`src/rtl/raw10_unpacker.sv`:
```
// raw10_unpacker: turns the 16-bit RAW10 payload stream into 4-pixel beats.
// Every packed 5-byte group (B0..B3 = pixel MSBs, B4 = the 2-bit LSBs) is
// emitted as one 40-bit beat. The block also flags frame start and line end.
// Optional: define RAW10_UNPACK_LINE_STAT_EN to compile in the line active
// flag, the per-line pixel counter, line_pix_cnt and line_err.

// One pixel lane: 8 MSBs from the byte, 2 LSBs from the shared LSB byte.
module raw10_lane (
    input  logic [7:0] msb,
    input  logic [1:0] lsb,
    output logic [9:0] pix
);
    assign pix = {msb, lsb};
endmodule

module raw10_unpacker #(
    parameter int CNT_W = 16
) (
    input  logic             sclk,
    input  logic             s_rst_n,
    input  logic             raw_vld,
    input  logic [15:0]      raw_data,
    input  logic             raw_vsync,
    input  logic             packet_done,
    output logic             pix_vld,
    output logic [39:0]      pix_data,
    output logic             pix_sof,
    output logic             line_done,
    output logic [CNT_W-1:0] line_pix_cnt,
    output logic             line_err
);
    localparam int NUM_LANES = 4;
    localparam int PIX_W     = 10;

    // Rn: n bytes currently held in the byte buffer
    typedef enum logic [2:0] {R0, R1, R2, R3, R4} res_t;

    res_t                              res_q, res_d;
    logic [3:0][7:0]                   byte_q, byte_d;
    logic [4:0][7:0]                   grp;
    logic                              emit;
    logic                              sof_pend;
    logic                              vld_in;
    logic [NUM_LANES-1:0][PIX_W-1:0]   lane_pix;

    // vsync wins over data arriving in the same cycle
    assign vld_in = raw_vld & ~raw_vsync;

    // Residue step: absorb the incoming word and assemble a group when complete
    always_comb begin
        res_d  = res_q;
        byte_d = byte_q;
        emit   = 1'b0;
        grp    = '0;
        if (vld_in) begin
            case (res_q)
                R0: begin byte_d[0] = raw_data[7:0]; byte_d[1] = raw_data[15:8]; res_d = R2; end
                R1: begin byte_d[1] = raw_data[7:0]; byte_d[2] = raw_data[15:8]; res_d = R3; end
                R2: begin byte_d[2] = raw_data[7:0]; byte_d[3] = raw_data[15:8]; res_d = R4; end
                R3: begin
                    emit  = 1'b1;
                    grp   = {raw_data[15:8], raw_data[7:0], byte_q[2:0]};
                    res_d = R0;
                end
                R4: begin
                    emit      = 1'b1;
                    grp       = {raw_data[7:0], byte_q};
                    byte_d[0] = raw_data[15:8];
                    res_d     = R1;
                end
                default: res_d = R0;
            endcase
        end
    end

    for (genvar k = 0; k < NUM_LANES; k++) begin : g_lane
        raw10_lane u_lane (
            .msb (grp[k]),
            .lsb (grp[4][2*k+1:2*k]),
            .pix (lane_pix[k])
        );
    end

`ifdef RAW10_UNPACK_LINE_STAT_EN
    logic             act_q, act_d;
    logic [CNT_W-1:0] cnt_q, cnt_d;
    logic [CNT_W:0]   cnt_sum;

    // Post-data line flag and saturating pixel count for this cycle
    always_comb begin
        act_d   = act_q | raw_vld;
        cnt_sum = {1'b0, cnt_q} + (CNT_W+1)'(4);
        cnt_d   = cnt_q;
        if (emit) cnt_d = cnt_sum[CNT_W] ? '1 : cnt_sum[CNT_W-1:0];
    end
`endif

    // Registered beat output, residue state, frame-start and line-end tracking
    always_ff @(posedge sclk) begin
        if (!s_rst_n) begin
            res_q        <= R0;
            byte_q       <= '0;
            sof_pend     <= 1'b0;
            pix_vld      <= 1'b0;
            pix_data     <= '0;
            pix_sof      <= 1'b0;
            line_done    <= 1'b0;
            line_pix_cnt <= '0;
            line_err     <= 1'b0;
`ifdef RAW10_UNPACK_LINE_STAT_EN
            act_q        <= 1'b0;
            cnt_q        <= '0;
`endif
        end else begin
            pix_vld      <= emit;
            pix_data     <= emit ? lane_pix : '0;
            pix_sof      <= emit & sof_pend;
            line_done    <= 1'b0;
            line_pix_cnt <= '0;
            line_err     <= 1'b0;
            if (raw_vsync) begin
                // abort any partial line silently and re-align to byte 0
                sof_pend <= 1'b1;
                res_q    <= R0;
`ifdef RAW10_UNPACK_LINE_STAT_EN
                act_q    <= 1'b0;
                cnt_q    <= '0;
`endif
            end else begin
                if (emit) sof_pend <= 1'b0;
                res_q  <= res_d;
                byte_q <= byte_d;
`ifdef RAW10_UNPACK_LINE_STAT_EN
                if (packet_done && act_d) begin
                    line_done    <= 1'b1;
                    line_pix_cnt <= cnt_d;
                    line_err     <= (res_d != R0);
                    res_q        <= R0;
                    act_q        <= 1'b0;
                    cnt_q        <= '0;
                end else begin
                    act_q <= act_d;
                    cnt_q <= cnt_d;
                end
`else
                if (packet_done) begin
                    line_done <= 1'b1;
                    res_q     <= R0;
                end
`endif
            end
        end
    end
endmodule
```
`config.mk`:
```
export PLATFORM = sky130hd
export DESIGN_NAME = raw10_unpacker
export DESIGN_NICKNAME = d
export VERILOG_FILES = /design/src/rtl/raw10_unpacker.sv
export SDC_FILE = /design/constraint.sdc
export NUM_CORES = 1
export LEC_CHECK = 0
export BUFFER_PORTS_ARGS = -buffer_cell sky130_fd_sc_hd__buf_4
export CAP_MARGIN = 20
export CORE_MARGIN = 10
export CORE_UTILIZATION = 56
export DETAILED_ROUTE_END_ITERATION = 16
export PLACE_DENSITY = 0.84
export SLEW_MARGIN = 20
export SYNTH_ARGS = -nofsm -noshare
export SYNTH_HDL_FRONTEND = slang
export SYNTH_SLANG_ARGS = --single-unit
```
`constraint.sdc`:
```
create_clock -name sclk -period 3.18 [get_ports sclk]
set_input_delay 0.954 -clock sclk [delete_from_list [all_inputs] [get_ports sclk]]
set_output_delay 0.954 -clock sclk [all_outputs]
set_load 0.03 [all_outputs]
```
==> run metrics <==
drt wl/cell=17.1 µm; path depth of the worst reg2reg path=4; post-placement worst setup slack=764 ps; Post-Syn Area=between 0.003 and 0.004 mm²; syn avg cell area=9.97 µm²; via count=2,420; CTS Buf Count=9; Port Buffer Count=63; vias in the first global route=2,353; Critical Path Fanout Max=26; ys async rst share=0; Inserted Diodes=0; Setup Viol. Count Final=0; most numerous cell in the Yosys netlist=dfxtp_1; core area=0.00547 mm²; initial cell density of the core=0.570; slowest CP cell=dfxtp_1; RSZ-0062 raised after global routing=no; outcome=finished clean; hold depth=2; Die Footprint=0.00896 mm²; Worst-path clk slew=80 ps; Post-synth EDFFs=0; Slew @ Worst Pin=approximately 760 ps; Syn. warnings=0; IO Pins=81; Peak VDD IR=0.269 mV; Synth cell types=31; Via density=5.50; Post-layout nets=384; crit path DAT=roughly 2600 ps; hpwl dp=5.16 mm; Power Density=508 mW/mm²; pin count of the biggest net entering global routing=28; ys flop type=dfxtp_1; layout cells sized above 1=0.293; initial antenna violation count=0; Worst Hold Launch=byte_q[0]; drt first pass iters=7; post-route cell area=0.00368 mm²; Post-CTS Hold Buffers=0; DRC=0; Max Slew Vio Count=0; Post-Route Skew=8.23 ps; cell taking the most area after synthesis=dfxtp_1; crit path cell chain=and3b_1, o211ai_4, inv_2, and2_1; Area growth syn-to-layout=17.9%; Fin. Hold Viols=0; synthesized flop and latch total=79; die height=94.7 µm; Hold Path Class=reg2reg; fill count=461; post-cts sizing count=0; R2R Setup Slk=~840 ps; Clk Latency, worst-skew pair=350 ps; CTS root buf=clkbuf_8; Synth top area share=0.507; Die X-Extent=94.7 µm; register area share after synthesis=0.507; Crit. End Element=flop; Leakage=1.49 nW; CTS tree=built; Clock Tree Buf Depth=2; row count=27; Setup WS post-layout=842 ps; Cell Area, Placed=0.00348 mm²; number of DRC markers in iteration 0=228; hold slack=roughly 460 ps; Setup Buffers After CTS=0; crit-path max cell delay=around 740 ps; reg2reg start=res_q[2]; sum of negative setup slack=0 ps; Pwr Total=1.87 mW; cells after synthesis=between 300 and 400; worst r2r dst=pix_data[9]; Peak Freq=between 400 and 500 MHz; Final min period=~2300 ps; Hold Path Sink=byte_q[0]; ranking of synthesized cells by area=dfxtp_1, a21oi_1, and2_4; commonest cells in the netlist=dfxtp_1, a21oi_1, o21ai_0; clk sinks=79; Post-Route WL=7.54 mm; first-pass GRT wire length=about 12 mm; Placer Congestion=around 0.90; max-cap violations=0; Total GRT Usage=0.166; H-tree depth=3; Congestion Overflow GR=0; period utilization=0.735; Final ANT Viol Nets=0; Startpoint Class=flop; Critical Path RT=3420 ps; max_slew headroom=0.492; type of the worst setup path=reg2reg
-- routing by layer --
metal	share of wire	GRT usage
met5	0	0
met4	0.029	0.0848
met3	0.11	0.0658
met2	0.47	0.271
met1	0.39	0.184
-- layout by cell type (no fill, tap or decap) --
cell        count
dfxtp_1        79
buf_4          64
a21oi_1        34
o21ai_0        26
and2_4         19
nor2_1         19
a22oi_1        17
nand2_1        17
conb_1         17
clkbuf_8       10
o221ai_1        8
mux2i_1         8
a311oi_1        8
nand3_1         8
and2_1          7
nor3b_4         3
nand2b_1        3
clkinv_2        3
nor2b_1         2
inv_2           2
nor4b_4         2
clkinvlp_4      2
and3b_1         1
o211ai_4        1
or3_1           1
or4b_1          1
or3b_1          1
xor2_1          1
or3b_2          1
nor3b_1         1
o211a_1         1
bufinv_16       1
-- registers in the layout (all words and copies together) (netlist names) --
| register | flops |
|---|---|
| pix_data | 40 |
| res_q | 3 |
| byte_q | 32 |
| pix_sof | 1 |
| sof_pend | 1 |
| pix_vld | 1 |
| line_done | 1 |
-- final cells by class --
| cell class | instances | area (µm²) | share of cell area |
|---|---|---|---|
| clock inverter | 6 | 60.1 | 0.0163 |
| multi-input combinational | 207 | 1320 | 0.359 |
| tap | 72 | 90.1 | 0.0245 |
| sequential | 79 | 1580 | 0.430 |
| clock buffer | 10 | 138 | 0.0374 |
| timing repair buffer | 64 | 480 | 0.131 |
| inverter | 2 | 7.51 | 0.00204 |
-- where the power goes --
| group | switching [mW] | internal [mW] |
|---|---|---|
| Clock | 0.349 | 0.379 |
| Combinational | 0.0918 | 0.0381 |
| Sequential | 0.00852 | 1.00 |
-- critical path: cells and delay by family, from the launching register on --
family                 cells  cell delay, ps
flip-flops                 1             740
AND/OR/NAND/NOR            2             710
AO/OA/AOI/OAI              1             480
buffers and inverters      1             280
-- how the worst max path moves through the flow --
stage	from	end	slack, ps	cells past startpoint
3_5_place_dp	raw_vsync	byte_q[19]	760	4
4_1_cts	res_q[2]	pix_data[9]	880	4
2_1_floorplan	raw_vsync	byte_q[24]	1080	5
5_1_grt	res_q[2]	pix_data[7]	610	4
6_report	res_q[2]	pix_data[9]	840	4
3_3_place_gp	raw_vsync	byte_q[18]	820	4
-- kinds of logic after synthesis --
group | share of synthesized area
AOI/OAI and AO/OA | 0.192
and+or+nand+nor | 0.183
DFF | 0.507
buffers and inverters | 0.0890
muxes | 0.0257
xor gates and xnor gates | 0.00281
other | 0.00120
-- per-stage QoR --
stage | std cells | utilization
after floorplan | 329 | -
after global placement | 424 | 0.636
after detailed placement | 424 | 0.636
after CTS | 440 | 0.672
after global routing | 440 | 0.672
final | 440 | 0.672
(Power assumes the default switching activity.)
